$ cat src/rtl/frame_rr_sched.sv
// Round-robin frame scheduler: grants one AXI-Stream requester per frame of
// cnt_limit+1 beats and passes its beats through to a shared count/align stage.
module frame_rr_sched #(
    parameter int DATA_WIDTH = 32,
    parameter int NUM_REQ    = 4,
    parameter int ID_WIDTH   = 2
) (
    input  logic                           clk,
    input  logic                           sync_reset,
    input  logic                           enable,
    input  logic [NUM_REQ-1:0]             s_axis_tvalid,
    input  logic [NUM_REQ*DATA_WIDTH-1:0]  s_axis_tdata,
    output logic [NUM_REQ-1:0]             s_axis_tready,
    input  logic [NUM_REQ*16-1:0]          req_cnt_limit,
    output logic                           m_axis_tvalid,
    output logic [DATA_WIDTH-1:0]          m_axis_tdata,
    input  logic                           m_axis_tready,
    output logic                           m_axis_tlast,
    output logic [ID_WIDTH-1:0]            m_axis_tid,
    output logic                           start_sig,
    output logic [15:0]                    cnt_limit,
    output logic                           frame_done,
    output logic                           busy
);

    localparam int unsigned        NSLOT    = 2 ** ID_WIDTH;
    localparam int unsigned        NREQ_U   = NUM_REQ;
    localparam logic [ID_WIDTH:0]  NREQ_W   = (ID_WIDTH + 1)'(NUM_REQ);
    localparam logic [ID_WIDTH-1:0] LAST_IDX = ID_WIDTH'(NUM_REQ - 1);

    typedef enum logic {
        IDLE,
        BURST
    } state_t;

    state_t               state_q, state_d;
    logic [ID_WIDTH-1:0]  grant_q, grant_d;
    logic [ID_WIDTH-1:0]  ptr_q, ptr_d;
    logic [15:0]          cnt_q, cnt_d;
    logic [15:0]          lim_q, lim_d;
    logic                 done_q, done_d;

    logic [ID_WIDTH-1:0]  sel;
    logic                 sel_found;
    logic [ID_WIDTH:0]    cand;
    logic                 busy_w;
    logic                 hs;
    logic                 last_w;

    // Requester buses padded out to the full ID range so any grant index is a legal select.
    logic [NSLOT-1:0]      valid_pad;
    logic [DATA_WIDTH-1:0] data_arr [NSLOT];
    logic [15:0]           lim_arr  [NSLOT];

    generate
        for (genvar g = 0; g < NSLOT; g++) begin : g_slot
            if (g < NUM_REQ) begin : g_real
                assign valid_pad[g] = s_axis_tvalid[g];
                assign data_arr[g]  = s_axis_tdata[g*DATA_WIDTH +: DATA_WIDTH];
                assign lim_arr[g]   = req_cnt_limit[g*16 +: 16];
            end else begin : g_pad
                assign valid_pad[g] = 1'b0;
                assign data_arr[g]  = '0;
                assign lim_arr[g]   = '0;
            end
        end

        for (genvar g = 0; g < NUM_REQ; g++) begin : g_ready
            assign s_axis_tready[g] = busy_w & m_axis_tready & (grant_q == ID_WIDTH'(g));
        end
    endgenerate

    // First valid requester scanning upward from ptr+1, wrapping at NUM_REQ.
    always_comb begin
        sel       = ptr_q;
        sel_found = 1'b0;
        cand      = '0;
        for (int unsigned i = 1; i <= NREQ_U; i++) begin
            cand = {1'b0, ptr_q} + (ID_WIDTH + 1)'(i);
            if (cand >= NREQ_W) begin
                cand = cand - NREQ_W;
            end
            if (!sel_found && valid_pad[cand[ID_WIDTH-1:0]]) begin
                sel_found = 1'b1;
                sel       = cand[ID_WIDTH-1:0];
            end
        end
    end

    always_comb begin
        busy_w        = (state_q == BURST);
        m_axis_tvalid = busy_w & valid_pad[grant_q];
        m_axis_tdata  = busy_w ? data_arr[grant_q] : '0;
        m_axis_tid    = busy_w ? grant_q : '0;
        cnt_limit     = busy_w ? lim_q : '0;
        start_sig     = busy_w & (cnt_q == '0);
        last_w        = busy_w & (cnt_q == lim_q);
        m_axis_tlast  = last_w;
        busy          = busy_w;
        frame_done    = done_q;
        hs            = m_axis_tvalid & m_axis_tready;

        state_d = state_q;
        grant_d = grant_q;
        ptr_d   = ptr_q;
        cnt_d   = cnt_q;
        lim_d   = lim_q;
        done_d  = 1'b0;

        case (state_q)
            IDLE: begin
                if (enable && sel_found) begin
                    grant_d = sel;
                    ptr_d   = sel;
                    lim_d   = lim_arr[sel];
                    cnt_d   = '0;
                    state_d = BURST;
                end
            end
            BURST: begin
                if (hs) begin
                    if (last_w) begin
                        state_d = IDLE;
                        cnt_d   = '0;
                        done_d  = 1'b1;
                    end else begin
                        cnt_d = cnt_q + 16'd1;
                    end
                end
            end
            default: state_d = IDLE;
        endcase
    end

    always_ff @(posedge clk) begin
        if (sync_reset) begin
            state_q <= IDLE;
            grant_q <= '0;
            ptr_q   <= LAST_IDX;
            cnt_q   <= '0;
            lim_q   <= '0;
            done_q  <= 1'b0;
        end else begin
            state_q <= state_d;
            grant_q <= grant_d;
            ptr_q   <= ptr_d;
            cnt_q   <= cnt_d;
            lim_q   <= lim_d;
            done_q  <= done_d;
        end
    end

endmodule

$ cat config.mk
export PLATFORM = sky130hd
export DESIGN_NAME = frame_rr_sched
export DESIGN_NICKNAME = d
export VERILOG_FILES = /design/src/rtl/frame_rr_sched.sv
export SDC_FILE = /design/constraint.sdc
export NUM_CORES = 1
export LEC_CHECK = 0
export CAP_MARGIN = 20
export CORE_ASPECT_RATIO = 0.7
export CORE_MARGIN = 1.5
export CORE_UTILIZATION = 29
export DETAILED_ROUTE_END_ITERATION = 8
export HOLD_SLACK_MARGIN = 0.1
export PLACE_DENSITY_LB_ADDON = 0.12
export SLEW_MARGIN = 30
export SYNTH_ARGS = -nofsm -noshare
export SYNTH_HDL_FRONTEND = slang
export SYNTH_SLANG_ARGS = --single-unit
$ cat constraint.sdc
create_clock -name clk -period 2.4 [get_ports clk]
set_input_delay 0.48 -clock clk [delete_from_list [all_inputs] [get_ports clk]]
set_output_delay 0.48 -clock clk [all_outputs]
set_load 0.02 [all_outputs]
==> results.yml <==
critical_path:
  cp-end-kind: "output pin"
  ff2ff_path_depth: 5
  crit_required_ns: 1.92
  worstSetupStartpointType: "primary input"
  path_max_fanout: 1
  path_class: "in -> out"
  cp.arrival_ns: 1.88
timing:
  slew_viol_final: 0
  setup_viol_count_final: 0
  max_freq_mhz: 423.5
  hold_viol_final: 0
  fin_skew_ns: 0.003758
  max_slew.worst_pin.slew_ns: 0.5643
  grt_setup_unrepaired: "true"
  timing.hold.ws_ns: 0.5134
  finalCriticalPeriod_ns: 2.362
  relSlewSlack_pct: 62.26
  period_share_pct: 98.40
clocking:
  clk_latency_ns: 0.28
  cts_max_level: 2
  clkSinkCount: 38
  cts_tree: "done"
  root_buffer: "clkbuf_16"
  cts_max_path_buffers: 2
  numCtsBuffers: 5
  cts_hold_buffers: 0
  clk_pin_slew_ns: 0.06
die:
  dieArea_mm2: 0.01239
  coreArea_mm2: 0.01121
  io_pins: 259
  die_h_um: 93.59
  start_util_pct: 30.32
  die_w_um: 132.4
  std_cell_rows: 32
cells_and_area:
  synthToLayoutAreaGrowth_pct: 95.10
  final_cells: 790
  final_area_mm2: 0.006633
  nFillCells: 964
  multi_input_area_mm2: 0.002499
  fin_nets: 838
  drive_gt1_share_pct: 14.60
  register_area_um2: 768.2
  antenna_cells: 0
grt:
  grt_usage_pct: 21.70
  grt_max_degree: 26
  grt_pass1_wl_um: 20820
  use_met2_pct: 34.82
  grt_use_met1_pct: 28.82
  first_global_vias: 3773
  grt_antenna_before_repair: 0
  grt_busiest_layer: "met2"
  use_met3_pct: 6.558
  grt_overflow_total: 0
routing:
  drtIter0Drc: 182
  dr_total_vias: 3842
  drc: 0
  wl_per_cell_um: 17.88
  detail-route-antenna-nets: 0
  firstDrtPassIters: 4
  routed_via_density: 4.863
  wirelength_um: 14130
power:
  ir_worst_vdd_mv: 0.3019
  powerDensity_mw_per_mm2: 400.3
  leakagePower_nw: 2.712
yosys:
  yosysTopAreaCell: "dfxtp_1"
  synth_cell_type_count: 46
  yosysSeqAreaShare_pct: 22.38
  async_flop_share_pct: 0
  ys_warn_count: 0
  synth.area.top_cells: "dfxtp_1 22%, mux4_2 22%, and2_1 10%"
  syn_area_per_cell_um2: 9.417
  ys_ff_latch: 38
  synth_cells: 361
  synth_edf_count: 0
  synth-main-ff-cell: "dfxtp_1"
  yosys.area.top_type_share_pct: 22.38
  synth_area_mm2: 0.003400
  synth_nets: 563
job:
  max-cap-violations: 0
placed_design:
  gp_congestion: 0.8475
  dp_cells: 780
  hpwl_um: 11700
  numPortBuffers: 258
  placed_area_mm2: 0.006426
worst_hold_path:
  min_path_cells: 2
  min_path_type: "reg -> reg"
outcome:
  outcome: "completed"
[sequential cells by signal (all words and copies together) (netlist names)]
| name | flops |
|---|---|
| ptr_q | 2 |
| grant_q | 2 |
| frame_done | 1 |
| lim_q | 16 |
| busy | 1 |
| cnt_q | 16 |
[metal layers]
layer	vias to the layer above	part of all wire, %
met3	20	8.2
met5	-	0
met2	183	47
met4	0	1.7
li1	1876	-
met1	1763	43
[critical path, stage by stage]
cell,delay (ns)
clkdlybuf4s50_1,0.44
mux4_2,0.48
and2_1,0.16
dlygate4sd2_1,0.32
[logic make-up after synthesis]
kind of cell | after synthesis | synth area share [%]
AND/OR/NAND/NOR | 157 | 24.95
multiplexers | 66 | 31.58
flip-flops | 38 | 22.38
buffers and inverters | 36 | 4.637
AO/OA/AOI/OAI | 31 | 7.729
XOR/XNOR | 31 | 7.987
adder cells (fa/ha/maj) | 2 | 0.7360
[worst paths after layout]
kind | start | end | slack, ns
worst max-delay path | s_axis_tdata[80] | m_axis_tdata[16] | 0.04
worst min-delay path | lim_q[5] | lim_q[5] | 0.51
worst max register to register | grant_q[1] | cnt_q[0] | 0.25
worst min register to register | lim_q[5] | lim_q[5] | 0.51
[synthesized netlist by cell type (2+ instances only)]
cell type and number:
and2_1 55, dfxtp_1 38, mux2i_1 33, mux4_2 33
nor2_1 31, nand2_1 27, xor2_1 20, clkbuf_1 17
o221ai_1 16, nand3_1 11, xnor2_1 11, buf_2 8
nand4_1 7, inv_1 6, nor4_1 5, and3_1 4
nor3_1 3, a21oi_1 2, buf_1 2, ha_1 2
nand2b_1 2, nand4b_1 2, nor4b_1 2, o21ai_0 2
[layout by cell type, fill, tap and decap left out, types with 3 or more instances in the layout]
cell,n
xor2_1,20
buf_4,30
dfxtp_1,34
dlymetal6s2s_1,3
clkdlybuf4s50_1,219
dfxtp_2,3
mux2i_1,33
nand4_1,7
and2_1,55
nor4_1,4
nor2_1,31
nand3_1,11
buf_12,7
inv_1,6
mux4_2,33
dlygate4sd2_1,15
nor3_1,3
o221ai_1,16
clkdlybuf4s15_1,20
clkbuf_16,6
nand2_1,27
xnor2_1,11
clkbuf_8,3
and3_1,4
[timing repair]
| item | in CTS | in global routing |
|---|---|---|
| endpoints found under the setup margin | 37 | 21 |
| gates cloned | 0 | 1 |
| pin swaps | 0 | 2 |
| buffers inserted | 0 | 1 |
| gates resized for setup | 40 | 26 |
[through the flow]
step / total power [mW] / setup slack, ns / util (%) / setup TNS (ns)
floorplan: 1.304 / 0.2121 / - / 0
global placement: 1.930 / -0.1918 / 57.32 / -6.086
detailed placement: 1.948 / -0.1929 / 57.32 / -6.909
CTS: 2.646 / 0.003187 / 58.48 / 0
global route: 2.782 / -0.01930 / 59.16 / -0.04193
finish: 2.655 / 0.03846 / 59.16 / 0
[power by group]
part           total [mW]  leakage [nW]  switching (mW)  internal [mW]
combinational        1.19          2.32           0.458          0.727
clock               0.736        0.0832           0.265          0.471
sequential          0.734         0.311          0.0585          0.675
total                2.66          2.71           0.782           1.87
[cell type report]
| type | instances | share of cell area (%) |
|---|---|---|
| multi-input cells | 287 | 37.67 |
| repair buffers | 298 | 45.01 |
| flip-flops and latches | 38 | 11.58 |
| well taps | 153 | 2.886 |
| inverters | 6 | 0.3396 |
| clock buffers | 8 | 2.509 |
(Power assumes the default switching activity.)
